--- config.mk ---
export PLATFORM = sky130hd
export DESIGN_NAME = usb_fs_rx_frontend
export DESIGN_NICKNAME = d
export VERILOG_FILES = /design/src/rtl/usb_rx_pkg.sv /design/src/rtl/usb_rx_line_sync.sv /design/src/rtl/usb_fs_rx_frontend.sv
export SDC_FILE = /design/constraint.sdc
export NUM_CORES = 1
export LEC_CHECK = 0
export ABC_CLOCK_PERIOD_IN_PS = 4000
export CORE_UTILIZATION = 55
export CTS_CLUSTER_DIAMETER = 40
export CTS_CLUSTER_SIZE = 24
export DETAILED_ROUTE_END_ITERATION = 10
export PLACE_DENSITY = 0.91
export REMOVE_ABC_BUFFERS = 1
export SLEW_MARGIN = 20
export SYNTH_ARGS = -nofsm -noshare
export SYNTH_HDL_FRONTEND = slang
export SYNTH_SLANG_ARGS = --single-unit
--- constraint.sdc ---
create_clock -name clk -period 4 [get_ports clk]
set_input_delay 0.4 -clock clk [delete_from_list [all_inputs] [get_ports clk]]
set_output_delay 0.4 -clock clk [all_outputs]
set_load 0.02 [all_outputs]
--- src/rtl/usb_rx_pkg.sv ---
// Shared encodings and constants for the USB full-speed receive front end.
package usb_rx_pkg;

    // Line-state encodings, {dm, dp} after synchronization.
    localparam logic [1:0] LS_SE0 = 2'b00;
    localparam logic [1:0] LS_J   = 2'b01;
    localparam logic [1:0] LS_K   = 2'b10;
    localparam logic [1:0] LS_SE1 = 2'b11;

    // Receive FSM state encodings.
    localparam logic [2:0] ST_IDLE = 3'd0;
    localparam logic [2:0] ST_SYNC = 3'd1;
    localparam logic [2:0] ST_DATA = 3'd2;
    localparam logic [2:0] ST_EOP  = 3'd3;
    localparam logic [2:0] ST_ERR  = 3'd4;

    // Minimum decoded zeros before the SYNC-terminating 1 is accepted.
    localparam logic [2:0] SYNC_MIN_ZEROS = 3'd5;
    // Run of decoded ones after which a stuffed zero must follow.
    localparam logic [2:0] STUFF_LEN      = 3'd6;
    // Minimum SE0 samples that make a valid end-of-packet.
    localparam logic [1:0] EOP_MIN_SE0    = 2'd2;

endpackage

--- src/rtl/usb_rx_line_sync.sv ---
// Two-flop synchronizers for the raw D+/D- pads and the resulting line state.
module usb_rx_line_sync
    import usb_rx_pkg::*;
(
    input  logic       clk,
    input  logic       rst_n,
    input  logic       dp_in,
    input  logic       dm_in,
    output logic [1:0] line_state
);

    logic [1:0] dp_sync;
    logic [1:0] dm_sync;

    // Resolve pad metastability; reset to an idle J line (dp=1, dm=0).
    always_ff @(posedge clk or negedge rst_n) begin
        if (!rst_n) begin
            dp_sync <= 2'b11;
            dm_sync <= 2'b00;
        end else begin
            // NOTE: sequential state uses <= so every flop samples the pre-edge values.
            dp_sync <= {dp_sync[0], dp_in};
            dm_sync <= {dm_sync[0], dm_in};
        end
    end

    assign line_state = {dm_sync[1], dp_sync[1]};

endmodule

--- src/rtl/usb_fs_rx_frontend.sv ---
// USB full-speed receive front end: bit-phase recovery, NRZI decode, SYNC
// detection, bit-unstuffing, byte assembly and EOP detection.
// Optional: define USB_RX_ERR_COUNT_EN to build the saturating error counter;
// otherwise err_count is tied to 00h.
module usb_fs_rx_frontend
    import usb_rx_pkg::*;
#(
    parameter int CLKS_PER_BIT = 4
) (
    input  logic       clk,
    input  logic       rst_n,
    input  logic       ena,
    input  logic       dp_in,
    input  logic       dm_in,
    input  logic       rx_enable,
    output logic [1:0] line_state,
    output logic       rx_active,
    output logic [7:0] rx_data,
    output logic       rx_valid,
    output logic       rx_error,
    output logic       eop,
    output logic [7:0] err_count
);

    localparam int              PH_W    = (CLKS_PER_BIT > 2) ? $clog2(CLKS_PER_BIT) : 1;
    localparam logic [PH_W-1:0] PH_LAST = PH_W'(CLKS_PER_BIT - 1);
    localparam logic [PH_W-1:0] PH_MID  = PH_W'(CLKS_PER_BIT / 2);

    logic [1:0]      prev_line_state;
    logic [PH_W-1:0] phase;
    logic            sample;
    logic [1:0]      last_level;
    logic            is_jk;
    logic            bit_val;

    logic [2:0]      state;
    logic [2:0]      zero_cnt;
    logic [2:0]      ones_cnt;
    logic [2:0]      bit_cnt;
    logic [1:0]      se0_cnt;
    logic [7:0]      shift_reg;

    usb_rx_line_sync u_line_sync (
        .clk        (clk),
        .rst_n      (rst_n),
        .dp_in      (dp_in),
        .dm_in      (dm_in),
        .line_state (line_state)
    );

    // Bit-phase recovery: realign on every line transition, free-run otherwise.
    always_ff @(posedge clk or negedge rst_n) begin
        if (!rst_n) begin
            prev_line_state <= LS_J;
            phase           <= '0;
        end else begin
            prev_line_state <= line_state;
            if (line_state != prev_line_state || phase == PH_LAST)
                phase <= '0;
            else
                phase <= phase + PH_W'(1);
        end
    end

    assign sample = (phase == PH_MID);

    // NRZI decode: a 1 is "no change" relative to the previous J/K sample.
    always_comb begin
        // NOTE: defaults first so every path assigns and no latch is inferred.
        is_jk   = 1'b0;
        bit_val = 1'b0;
        if (line_state == LS_J || line_state == LS_K) begin
            is_jk   = 1'b1;
            bit_val = (line_state == last_level);
        end
    end

    // Receive FSM, unstuffing, byte assembly and one-cycle output strobes.
    always_ff @(posedge clk or negedge rst_n) begin
        if (!rst_n) begin
            last_level <= LS_J;
            state      <= ST_IDLE;
            zero_cnt   <= '0;
            ones_cnt   <= '0;
            bit_cnt    <= '0;
            se0_cnt    <= '0;
            shift_reg  <= '0;
            rx_data    <= '0;
            rx_active  <= 1'b0;
            rx_valid   <= 1'b0;
            rx_error   <= 1'b0;
            eop        <= 1'b0;
        end else begin
            rx_valid <= 1'b0;
            rx_error <= 1'b0;
            eop      <= 1'b0;

            if (sample && is_jk)
                last_level <= line_state;

            if (!ena || !rx_enable) begin
                state     <= ST_IDLE;
                rx_active <= 1'b0;
                zero_cnt  <= '0;
                ones_cnt  <= '0;
                bit_cnt   <= '0;
                se0_cnt   <= '0;
            end else if (sample) begin
                case (state)
                    ST_IDLE: begin
                        if (line_state == LS_K) begin
                            state    <= ST_SYNC;
                            zero_cnt <= 3'd1;
                        end
                    end

                    ST_SYNC: begin
                        if (!is_jk) begin
                            state <= ST_IDLE;
                        end else if (!bit_val) begin
                            if (zero_cnt != 3'd7)
                                zero_cnt <= zero_cnt + 3'd1;
                        end else if (zero_cnt >= SYNC_MIN_ZEROS) begin
                            state     <= ST_DATA;
                            rx_active <= 1'b1;
                            ones_cnt  <= '0;
                            bit_cnt   <= '0;
                        end else begin
                            state <= ST_IDLE;
                        end
                    end

                    ST_DATA: begin
                        if (line_state == LS_SE0) begin
                            state   <= ST_EOP;
                            se0_cnt <= 2'd1;
                        end else if (is_jk) begin
                            if (ones_cnt == STUFF_LEN) begin
                                // The bit after six ones must be a stuffed zero.
                                if (bit_val) begin
                                    rx_error  <= 1'b1;
                                    rx_active <= 1'b0;
                                    state     <= ST_ERR;
                                end else begin
                                    ones_cnt <= '0;
                                end
                            end else begin
                                shift_reg <= {bit_val, shift_reg[7:1]};
                                ones_cnt  <= bit_val ? ones_cnt + 3'd1 : 3'd0;
                                if (bit_cnt == 3'd7) begin
                                    rx_data  <= {bit_val, shift_reg[7:1]};
                                    rx_valid <= 1'b1;
                                    bit_cnt  <= '0;
                                end else begin
                                    bit_cnt <= bit_cnt + 3'd1;
                                end
                            end
                        end
                    end

                    ST_EOP: begin
                        if (line_state == LS_SE0) begin
                            if (se0_cnt != 2'd3)
                                se0_cnt <= se0_cnt + 2'd1;
                        end else if (line_state == LS_J && se0_cnt >= EOP_MIN_SE0) begin
                            eop       <= 1'b1;
                            rx_error  <= (bit_cnt != 3'd0);
                            rx_active <= 1'b0;
                            bit_cnt   <= '0;
                            state     <= ST_IDLE;
                        end else begin
                            rx_error  <= 1'b1;
                            rx_active <= 1'b0;
                            state     <= ST_ERR;
                        end
                    end

                    ST_ERR: begin
                        if (line_state == LS_J)
                            state <= ST_IDLE;
                    end

                    default: state <= ST_IDLE;
                endcase
            end
        end
    end

`ifdef USB_RX_ERR_COUNT_EN
    logic [7:0] err_cnt_q;

    // Saturating count of rx_error pulses; cleared only by reset.
    always_ff @(posedge clk or negedge rst_n) begin
        if (!rst_n)
            err_cnt_q <= '0;
        else if (rx_error && err_cnt_q != 8'hFF)
            err_cnt_q <= err_cnt_q + 8'd1;
    end

    assign err_count = err_cnt_q;
`else
    assign err_count = 8'h00;
`endif

endmodule

== Word level (Yosys, flattened, before mapping) ==
Cells that the tools add are included.

* Mux-type cells: 81
* Reductions and logical operators: 23
* $add $sub $neg: 5
* Equality and inequality tests: 36
* Order comparisons: 2
* Bitwise logic cells: 3

{| class="wikitable"
|+ Operator list
! cell !! number
|-
| 3-bit 2-to-1 mux || 35
|-
| 3-bit inequality test, second input constant || 18
|-
| 1-bit 2-to-1 mux || 32
|-
| 4-bit inequality test, second input constant || 5
|-
| 10-bit AND reduction || 2
|-
| 8-bit AND reduction || 2
|-
| 3-bit case mux with 5 select lines || 1
|-
| 2-bit 2-to-1 mux || 7
|-
| 3-bit case mux with 2 select lines || 2
|-
| 6-bit AND reduction || 2
|-
| 3-bit nonzero test || 4
|-
| 3-bit by 1-bit adder with 3-bit output, second input constant || 3
|-
| 3-bit == test, second input constant || 3
|-
| 3-bit case mux with 3 select lines || 1
|-
| 7-bit AND reduction || 1
|-
| 2-bit == test, second input constant || 3
|-
| 3-bit by 2-bit == test with 1-bit output, second input constant || 2
|-
| 5-bit AND reduction || 1
|-
| 2-bit by 1-bit adder with 2-bit output, second input constant || 2
|-
| 2-bit case mux with 2 select lines || 1
|-
| 4-bit nonzero test || 1
|-
| 3-bit by 1-bit == test with 1-bit output, second input constant || 1
|-
| 3-bit greater-or-equal comparator, second input constant || 1
|-
| 3-bit logical NOT || 1
|-
| other kinds (13) || 19
|}

* Output and inout bits: 22
* Word-level logic and storage cells: 166
* Bits of input ports: 6
* Register bits: 44

== Logic depth before layout (Yosys ltp) ==
Gate-level depths: netlist of run 1.

* Depth in word-level cells: 10
* Gate-level depth with buffers: 8
* Mapped depth without buffers: 7

== By module ==
From an unflattened synthesis of run 1, not the netlist that was laid out.

* Cells, all modules: 214
* Area total of the unflattened synthesis: 2419.8 sq um

{| class="wikitable"
|+ By module, submodules not included
! module !! area an instance (sq um) !! instances !! sequential area each (sq um) !! cells each
|-
| usb_fs_rx_frontend || 2302.2 || 1 || 978.4 || 208
|-
| usb_rx_line_sync || 117.6 || 1 || 102.6 || 6
|}

== Worst setup path before layout of run 1 ==
No wires, ideal clock.

* Kind: register to register
* Start: register u_line_sync.dp_sync[1]
* End: register rx_data[0]
* Arrival time: 2.072 ns
* Setup slack: 1.803 ns
* Period minus slack after synthesis: 2.197 ns
* Cell stages (with the launch flop): 9
* Path through: dfstp_2 > inv_1 > ha_1 > clkbuf_1 > nor2b_1 > nand4_4 > or2_1 > buf_6 > mux2_4

* Word-level cells in the longest chain between the ends: 4
* Elaborated cells between the ends (all ways): 7

{| class="wikitable"
|+ Ends and longest elaborated chain
! what !! line !! source
|-
| from (decl) || usb_rx_line_sync.sv:12 || <nowiki>logic [1:0] dp_sync;</nowiki>
|-
| from (signal assigned) || usb_rx_line_sync.sv:22 || <nowiki>dp_sync <= {dp_sync[0], dp_in};</nowiki>
|-
| 2-bit by 1-bit == test with 1-bit output / 2-bit == test (equally long branches) || usb_fs_rx_frontend.sv:72 || <nowiki>if (line_state == LS_J || line_state == LS_K) begin</nowiki>
|-
| 1-bit logical OR || usb_fs_rx_frontend.sv:72 ||
|-
| 1-bit 2-to-1 mux || usb_fs_rx_frontend.sv:72 ||
|-
| 7-bit AND reduction (no source line) * || - ||
|-
| to (signal assigned) || usb_fs_rx_frontend.sv:151 || <nowiki>rx_data <= {bit_val, shift_reg[7:1]};</nowiki>
|-
| to (decl) || usb_fs_rx_frontend.sv:18 || <nowiki>output logic [7:0] rx_data,</nowiki>
|}

Every way passes the cells marked *; elsewhere a longest branch is shown, timed or not.
A chain may end at the register's enable or synchronous reset.

== Worst setup path after layout of run 1 ==
* Start: register u_line_sync.dp_sync[1]
* End: register rx_data[4]

The elaborated chain is that of the path after synthesis.

==> metrics.yaml, run 1 <==
globalplace.congestion: 0.9313
syn_area_per_cell_um2: 10.86
n_antenna_cell: 0
swShare: 0.2764
ir_drop_mv: 0.2191
layout_commonest_cell: "dfrtp_1"
switching_power_mw: 0.2307
row_count: 23
gr-usage-all-layers: 0.2367
fin_nets: 253
final_cell_mix: "dfrtp_1, clkdlybuf4s50_1, nand2_1"
largest_reg_flops: 8
pwr-share-seq: 0.558
finalCritPeriodShare: 0.6168
drt-total-wl_mm: 4.527
hold_viol_final: 0
grt_first_pass_wirelength_mm: 7.790
cts_buffer_depth: 2
worstSetupPathType: "register to register"
netlist_instances: 215
syn_area_um2: 2335
clockPowerShare: 0.327
initial_core_util: 0.5795
htree_num_levels: 2
hpwl_mm: 3.195
start_kind: "register"
worstPathArrival_ps: 2660
yosys.area.top_type_share: 0.4180
power_mw: 0.8347
whs_ps: 232.5
crit_fanout: 10
slew_headroom: 0.3742
grt_pass1_vias: 1596
num_io_pins: 28
clkSinkCount: 43
firstDrtPassIters: 4
numCtsBuffers: 5
intPower_mw: 0.6040
ys_types: 51
drive_above_1_share: 0.1459
outcome: "complete, no violations"
core_area_um2: 4029
p_leak_nw: 1.200
cts_setup_buffers: 0
yosysTopAreaCell: "dfrtp_1"
root_buffer: "clkbuf_8"
min_period_ps: 2467
fp.dieArea_um2: 4510
numPortBuffers: 19
antenna_found_initial: 0
wl_per_cell_um: 16.00
worst_slack_ps: 1533
tightest_slew_ps: 938.7
grt_max_degree: 44
cts_tree: "built"
hold_buffers: 0
cts_resized: 0
vias: 1686
synthArstFlopShare: 1.000
grt_overflow: 0
endpoint_kind: "register"
skew_ps: 5.321
drv_cap: 0
die-height_um: 67.16
die_w_um: 67.16
synth_edf_count: 0
dp_slack_ps: 1426
ys_seq_elements: 43
max_freq_mhz: 405.3
yosysSeqAreaShare: 0.4630
hold_class: "input pin to async pin"
rsz0062_at_grt: "false"
crit_required_ps: 4190
syn2layout_area_growth_pct: 10.88
drv_slew: 0
remaining_drc_errors: 0
setup_viol: 0
tns_ps: 0
via_per_inst: 5.958
synthFlopType: "dfrtp_1"
yosysWarnings: 0
ant_nets: 0
clk_latency_ps: 300
comb_power_share: 0.115
cts.clk_slew.worst_paths_ps: 80
p_per_area_nw_per_um2: 322.4
drt_iter0_markers: 174
synth.area.top_cells: "dfrtp_1, ha_1, dfstp_2"
## stage by stage
stage	instances	utilization	cell area [µm²]
2_1_floorplan	206	-	2252
3_3_place_gp	275	0.6205	2500
6_report	283	0.6425	2589
4_1_cts	283	0.6425	2589
3_5_place_dp	275	0.6205	2500
5_1_grt	283	0.6425	2589
## power groups by stage
| stage | Sequential (mW) | Combinational (mW) | Clock [mW] |
|---|---|---|---|
| 6_report | 0.466 | 0.0956 | 0.273 |
| 2_1_floorplan | 0.474 | 0.0575 | 0 |
| 4_1_cts | 0.466 | 0.0941 | 0.278 |
| 3_3_place_gp | 0.473 | 0.0921 | 0 |
| 3_5_place_dp | 0.475 | 0.0934 | 0 |
| 5_1_grt | 0.468 | 0.106 | 0.298 |
## worst max-delay path, cell delays in order (launching register included)
cell     delay, ps
dfstp_2        600
inv_1           90
ha_1           310
nor2b_1        290
nand4_4        230
or2_1          460
mux2_4         370
## layout make-up
class / count / area [µm²]
Timing Repair Buffer: 19 / 185.2
Fill cell: 297 / 1440
Multi-Input combinational cell: 147 / 1111
Inverter: 16 / 60.06
Tap cell: 50 / 62.56
Clock inverter: 3 / 20.02
Sequential cell: 43 / 1081
Clock buffer: 5 / 68.82
## layer usage
metal	global-route usage	wire length [µm]	vias to the layer above
li1	-	-	775
met1	0.2975	1940	827
met2	0.3838	2202	67
met3	0.05405	238	17
met4	0.1144	146	0
met5	0	0	-
## cell families after synthesis
logic type	share of synthesized area
adder cells (fa/ha/maj)	0.08039
flip-flops	0.4630
AO/OA/AOI/OAI	0.1158
multiplexers	0.1056
buffers and inverters	0.07235
other	0.001606
XOR/XNOR	0.01876
AND/OR/NAND/NOR	0.1426
## synthesized netlist by cell type, types with 2 or more instances
cell type,count
buf_2,3
o21ai_0,9
nor3_1,6
xor2_1,5
and3_1,2
nand2_1,17
buf_4,10
dfstp_2,4
o31ai_1,2
mux2i_1,4
dfrtp_1,39
o32ai_1,2
nand3_1,6
mux2_4,7
o41ai_1,2
mux2_2,9
ha_1,15
nand2b_1,2
o211ai_1,2
a21oi_1,11
nor3b_1,3
inv_1,16
a31oi_1,2
nand4_1,2
clkbuf_1,2
nor2_1,7
nor2b_1,2
## worst paths after layout
check                      slack [ps]                    from  cells after the start                endpoint
max in group asynchronous        3180                   rst_n                      1             zero_cnt[2]
max                              1530  u_line_sync.dp_sync[1]                      6              rx_data[4]
min in group clk                  350  u_line_sync.dm_sync[0]                      0  u_line_sync.dm_sync[1]
min                               230                   rst_n                      1  u_line_sync.dm_sync[1]
min reg2reg                       350  u_line_sync.dm_sync[0]                      0  u_line_sync.dm_sync[1]
max reg2reg                      1530  u_line_sync.dp_sync[1]                      6              rx_data[4]
(Power assumes the default switching activity.)
==> inputs of run 2 (changes only) <==
ABC_CLOCK_PERIOD_IN_PS = 2500   (was 4000)
clock period = 2.5 ns   (was 4 ns; I/O delays follow)
==> run 2 against run 1 <==
Final cell count up 2.1%. Die area unchanged. Sequential power up 60%. Clock skew about the same. Core utilization up 2.2 points. Design area up 3.4%. Routed wire length up 3.1%. Register-to-register slack worse by 1400 ps. Non-clock buffer count up 6. Total power up 86%. Critical path depth up 1. Sequential cell count unchanged. Critical path type unchanged. Largest power group unchanged.
==> metrics.yaml, run 2 (synthesized netlist as in run 1, its figures left out) <==
outcome: "complete, no violations"
remaining_drc_errors: 0  # unchanged
switching_power_mw: 0.3687  # +60%
start_kind: "register"
swShare: 0.2377  # -0.03870
finalCritPeriodShare: 0.9304  # +0.3136
crit_chain: "inv_1 -> ha_1 -> nor3b_1 -> o2111ai_1 -> a2bb2oi_2 -> o21ai_0 -> a21bo_1"
pwr-share-seq: 0.481  # -0.077
globalplace.congestion: 0.9580  # +2.9%
rsz0062_at_grt: "false"
hold_class: "input pin to async pin"
hold_viol_final: 0  # unchanged
n_antenna_cell: 0  # unchanged
ant_nets: 0  # unchanged
grt_first_pass_wirelength_mm: 7.769  # -0.27%
comb_power_share: 0.111  # -0.004
num_io_pins: 28  # unchanged
setup_viol: 0  # unchanged
cts.clk_slew.worst_paths_ps: 80  # about the same
clockPowerShare: 0.409  # +0.082
gr-usage-all-layers: 0.2345  # -0.002192
hold_buffers: 0  # unchanged
r2r_end: "ones_cnt[0]"
cts_setup_buffers: 0  # unchanged
crit_start: "u_line_sync.dp_sync[1]"
dp_slack_ps: 220.3  # -1206 ps
min_period_ps: 2326  # -141.2 ps
clkSinkCount: 43  # unchanged
syn2layout_area_growth_pct: 14.68
numPortBuffers: 19  # unchanged
hpwl_mm: 3.360  # +5.2%
endpoint_kind: "register"
drive_above_1_share: 0.1632  # +0.01726
worst_slack_ps: 173.9  # -1359 ps
p_leak_nw: 1.256  # +4.6%
slew_headroom: 0.3823  # +0.008094
tns_ps: 0  # unchanged
initial_core_util: 0.5795  # unchanged
wl_per_cell_um: 16.16  # +1.0%
cts_buffer_depth: 2  # unchanged
root_buffer: "clkbuf_8"
clk_latency_ps: 300  # about the same
fillers: 276  # -7.1%
drv_slew: 0  # unchanged
cts_resized: 0  # unchanged
numCtsBuffers: 5  # unchanged
layout_commonest_cell: "dfrtp_1"
ir_drop_mv: 0.2678  # +22%
grt_max_degree: 44  # unchanged
firstDrtPassIters: 4  # unchanged
largest_reg_flops: 8  # unchanged
drt_iter0_markers: 208  # +20%
max_stage_delay_ps: 600  # about the same
antenna_found_initial: 0  # unchanged
grt_pass1_vias: 1677  # +5.1%
tightest_slew_ps: 926.6  # -12.14 ps
vias: 1671  # -0.89%
skew_ps: 5.227  # -0.09387 ps
worstSetupPathType: "register to register"
grt_overflow: 0  # unchanged
final_cell_mix: "dfrtp_1, clkdlybuf4s50_1, nand2_1"
multi_input_area_um2: 1111  # unchanged
fin_util: 0.6646  # +0.02205
max_freq_mhz: 429.9  # +6.1%
drv_cap: 0  # unchanged
drt-total-wl_mm: 4.669  # +3.1%
cts_tree: "built"
die-height_um: 67.16  # unchanged
worstPathArrival_ps: 2520  # -140 ps
cpMaxStageDelayCell: "dfstp_2"
p_per_area_nw_per_um2: 579.3  # +80%
placed_area_um2: 2545  # +1.8%
fin_nets: 259  # +2.4%
die_w_um: 67.16  # unchanged
fin_area_um2: 2678  # +3.4%
r2r_cells: 7  # +1
intPower_mw: 1.183  # +96%
crit_required_ps: 2690  # -1500 ps
htree_num_levels: 2  # unchanged
area.sequential_um2: 1081  # unchanged
reg2reg_slack_ps: 170  # -1360 ps
crit_fanout: 8  # -2
via_per_inst: 5.782  # -2.9%
timing.rr.start: "u_line_sync.dp_sync[1]"
core_area_um2: 4029  # unchanged
fp.dieArea_um2: 4510  # unchanged
row_count: 23  # unchanged
==> run 2: cell count changes in the layout (fill, tap and decap cells not counted), sizes merged <==
cell,previous run,this run
clkinvlp,2,0
buf,1,7
clkinv,1,0
clkbuf,5,6
bufinv,0,2
==> run 2: stage by stage <==
step                hold WS, ps  instances  total power [mW]
floorplan                -45.59        206            0.8505
global placement          335.9        281            0.9173
detailed placement        341.6        281            0.9280
CTS                       115.1        289             1.556
global route              156.4        289             1.616
finish                    82.26        289             1.551
==> run 2: worst max-delay path: cells and delay by family, from the launching register on <==
kind | cells | cell delay (ps)
AND/OR/NAND/NOR | 1 | 350
adder cells (fa/ha/maj) | 1 | 310
flip-flops | 1 | 600
buffers and inverters | 1 | 90
AO/OA/AOI/OAI | 4 | 870
==> run 2: layer usage <==
metal | track usage | wire (µm) | share of wire
met1 | 0.2835 | 1983 | 0.42
met2 | 0.4075 | 2390 | 0.51
met3 | 0.05236 | 219 | 0.047
met4 | 0.08245 | 74 | 0.016
met5 | 0 | 0 | 0
==> run 2: how the worst max path moves through the flow <==
stage                   to
6_report       ones_cnt[0]
5_1_grt        ones_cnt[0]
4_1_cts        ones_cnt[0]
3_5_place_dp    rx_data[2]
3_3_place_gp    rx_data[3]
2_1_floorplan   rx_data[0]
==> run 2: cell type report <==
| cell class | count | share of cell area |
|---|---|---|
| Clock buffer | 6 | 0.02710 |
| Timing Repair Buffer | 25 | 0.08598 |
| Tap cell | 50 | 0.02336 |
| Sequential cell | 43 | 0.4037 |
| Clock inverter | 2 | 0.02243 |
| Inverter | 16 | 0.02243 |
| Multi-Input combinational cell | 147 | 0.4150 |
==> run 2: power groups by stage <==
stage | Clock, mW | Combinational, mW | Sequential, mW
after global routing | 0.680 | 0.187 | 0.750
final | 0.634 | 0.171 | 0.746
after detailed placement | 0 | 0.168 | 0.760
after CTS | 0.639 | 0.170 | 0.746
after floorplan | 0 | 0.0920 | 0.759
after global placement | 0 | 0.161 | 0.756
==> edit: new RTL, config.mk and constraints of run 2 <==
The parameter `CLKS_PER_BIT` goes from 4 to 8.
--- a/src/rtl/usb_fs_rx_frontend.sv
+++ b/src/rtl/usb_fs_rx_frontend.sv
@@ -6,5 +6,5 @@
     import usb_rx_pkg::*;
 #(
-    parameter int CLKS_PER_BIT = 4
+    parameter int CLKS_PER_BIT = 8
 ) (
     input  logic       clk,
Formal check against the unedited RTL: same outputs for any inputs over 10 cycles, from zero or initial values and one cycle with rst_n low; that may be too few to reach the edited logic, so the function may still have changed.
==> edit against run 2 <==
  * Design area is 2.1% higher
  * Maximum frequency is 1.8% lower
  * Synthesized cell count stayed put
  * Critical path depth stayed put
  * Cell count stayed put
  * Power is 16% lower
  * Setup slack worse by 0.042 ns
  * Utilization hardly changed
  * Wire length is 5.0% lower
  * Global-route usage is 1.2 points lower
  * Area after synthesis is 3.8% higher
  * Sequential cell count is 1 higher
  * Count of clock-buffer cells in the layout is 1 lower
  * Combinational power is 33% lower
  * Highest routed layer unchanged
==> edit: results (changes against run 2) <==
{| class="wikitable"
! Metric !! Value
|-
| Routed wire per std cell || 15.3 um (was 16.2 um)
|-
| Worst-Margin Slew || 0.957 ns (was 0.927 ns)
|-
| Fraction of final layout cells with drive strength greater than 1 || 0.192 (was 0.163)
|-
| Result of the run || finished clean (unchanged)
|-
| Top area cells in the synthesized netlist || dfrtp_1 (41%), ha_1 (8.3%), mux2_4 (5.0%) (was dfrtp_1 (42%), ha_1 (8.0%), dfstp_2 (4.5%))
|-
| Detailed route wirelength on metal2 || 2240 um (was 2390 um)
|-
| Cell variety after synth || 58 (was 51)
|-
| Wire length of the first global-routing pass || 7490 um (was 7770 um)
|-
| Placed instance area || 2630 sq um (was 2540 sq um)
|-
| Met3 global-route usage || 0.0500 (was 0.0524)
|-
| Post-detail-place hpwl || 3200 um (was 3360 um)
|-
| Met3 routed wirelength || 185 um (was 219 um)
|-
| Worst-case setup slack after placement || 0.126 ns (was 0.220 ns)
|-
| Global routing met1 resource utilization || 0.274 (was 0.284)
|-
| Fraction of the yosys area taken by sequential cells || 0.456 (was 0.463)
|-
| Worst hold path class || input port to async pin (unchanged)
|-
| Crit path max-delay family || flip-flops (was compound AO/OA/AOI/OAI gates)
|-
| Clock input transition at the sequential cells of the worst setup and hold paths || 0.08 ns (about the same)
|-
| Switching portion of total power || 0.259 (was 0.238)
|-
| Number of design-rule violations left by the first detailed-router iteration || 71 (was 208)
|-
| Power consumed by sequential cells || 0.734 mW (was 0.746 mW)
|-
| Total clock buffers created by CTS || 5 (unchanged)
|-
| Pin count of the biggest net entering global routing || 45 (was 44)
|-
| Total number of vias || 1651 (was 1671)
|-
| H-tree levels || 2 (unchanged)
|-
| Most common library cells after synthesis || dfrtp_1 (40), ha_1 (16), inv_1 (16), nand2_1 (14), buf_4 (11) (was dfrtp_1 (39), nand2_1 (17), inv_1 (16), ha_1 (15), a21oi_1 (11))
|-
| CP Data Arrival Time || 2.56 ns (was 2.52 ns)
|-
| GPL Wtd Cong || 0.870 (was 0.958)
|-
| Post-placement cell count || 281 (unchanged)
|-
| Maximum VDD drop || 251 uV (was 268 uV)
|-
| Total routed wirelength || 4440 um (was 4670 um)
|-
| Total GRT Usage || 0.223 (was 0.234)
|-
| Routed length on met1 || 1940 um (was 1980 um)
|-
| Largest fanout on the critical path || 6 (was 8)
|-
| Largest clock skew in the final design || 0.00413 ns (was 0.00523 ns)
|-
| Clock power share || 0.348 (was 0.409)
|-
| Mean instance size in the synthesized netlist || 11.3 sq um (was 10.9 sq um)
|-
| P_clk || 0.452 mW (was 0.634 mW)
|-
| Met2 capacity usage during global routing || 0.379 (was 0.408)
|-
| Final layout net count || 260 (was 259)
|-
| Asr flop ratio synth || 1.00 (unchanged)
|-
| Static leakage power || 1.26 nW (about the same)
|-
| Via count of the first global-routing pass || 1639 (was 1677)
|}
[edit: cell count changes after synthesis, moves of 3 or more]
| cell | before | now |
|---|---|---|
| a21oi_1 | 11 | 4 |
| and2_1 | 1 | 5 |
| nor3_1 | 6 | 2 |
| a211o_1 | 0 | 3 |
| mux2_2 | 9 | 6 |
| nand2_1 | 17 | 14 |
| nor2_1 | 7 | 10 |
| xor2_1 | 5 | 2 |
[edit: cells by family after synthesis]
family / Yosys count / synth area share
buffers and inverters: 31 / 0.0692
other: 1 / 0.00155
AND/OR/NAND/NOR: 59 / 0.147
adder cells (fa/ha/maj): 16 / 0.0826
XOR/XNOR: 5 / 0.0243
multiplexers: 20 / 0.103
flip-flops: 44 / 0.456
AO/OA/AOI/OAI: 39 / 0.116
[edit: worst paths after layout]
path / to / slack (ns) / cells after the start
worst max-delay path: ones_cnt[0]$_DFFE_PN0P_ / 0.13 / 7
worst min-delay path: phase[1]$_DFF_PN0_ / 0.09 / 1
worst max register to register: ones_cnt[0]$_DFFE_PN0P_ / 0.13 / 7
worst min register to register: u_line_sync.dp_sync[1]$_DFF_PN1_ / 0.36 / 0
max in group asynchronous: u_line_sync.dm_sync[1]$_DFF_PN0_ / 1.81 / 1
min in group clk: u_line_sync.dp_sync[0]$_DFF_PN1_ / 0.35 / 1
[edit: cell type report]
type | count | area (sq um)
Clock buffer | 5 | 68.8
Sequential cell | 44 | 1110
Fill cell | 327 | 1380
Multi-Input combinational cell | 147 | 1190
Tap cell | 50 | 62.6
Clock inverter | 3 | 23.8
Timing Repair Buffer | 24 | 223
Inverter | 16 | 60.1
[edit: timing repair]
| item | in CTS | in global routing |
|---|---|---|
| endpoints found under the setup margin | 0 | 1 |
| hold buffers | 0 | 0 |
| resized for setup | 0 | 2 |
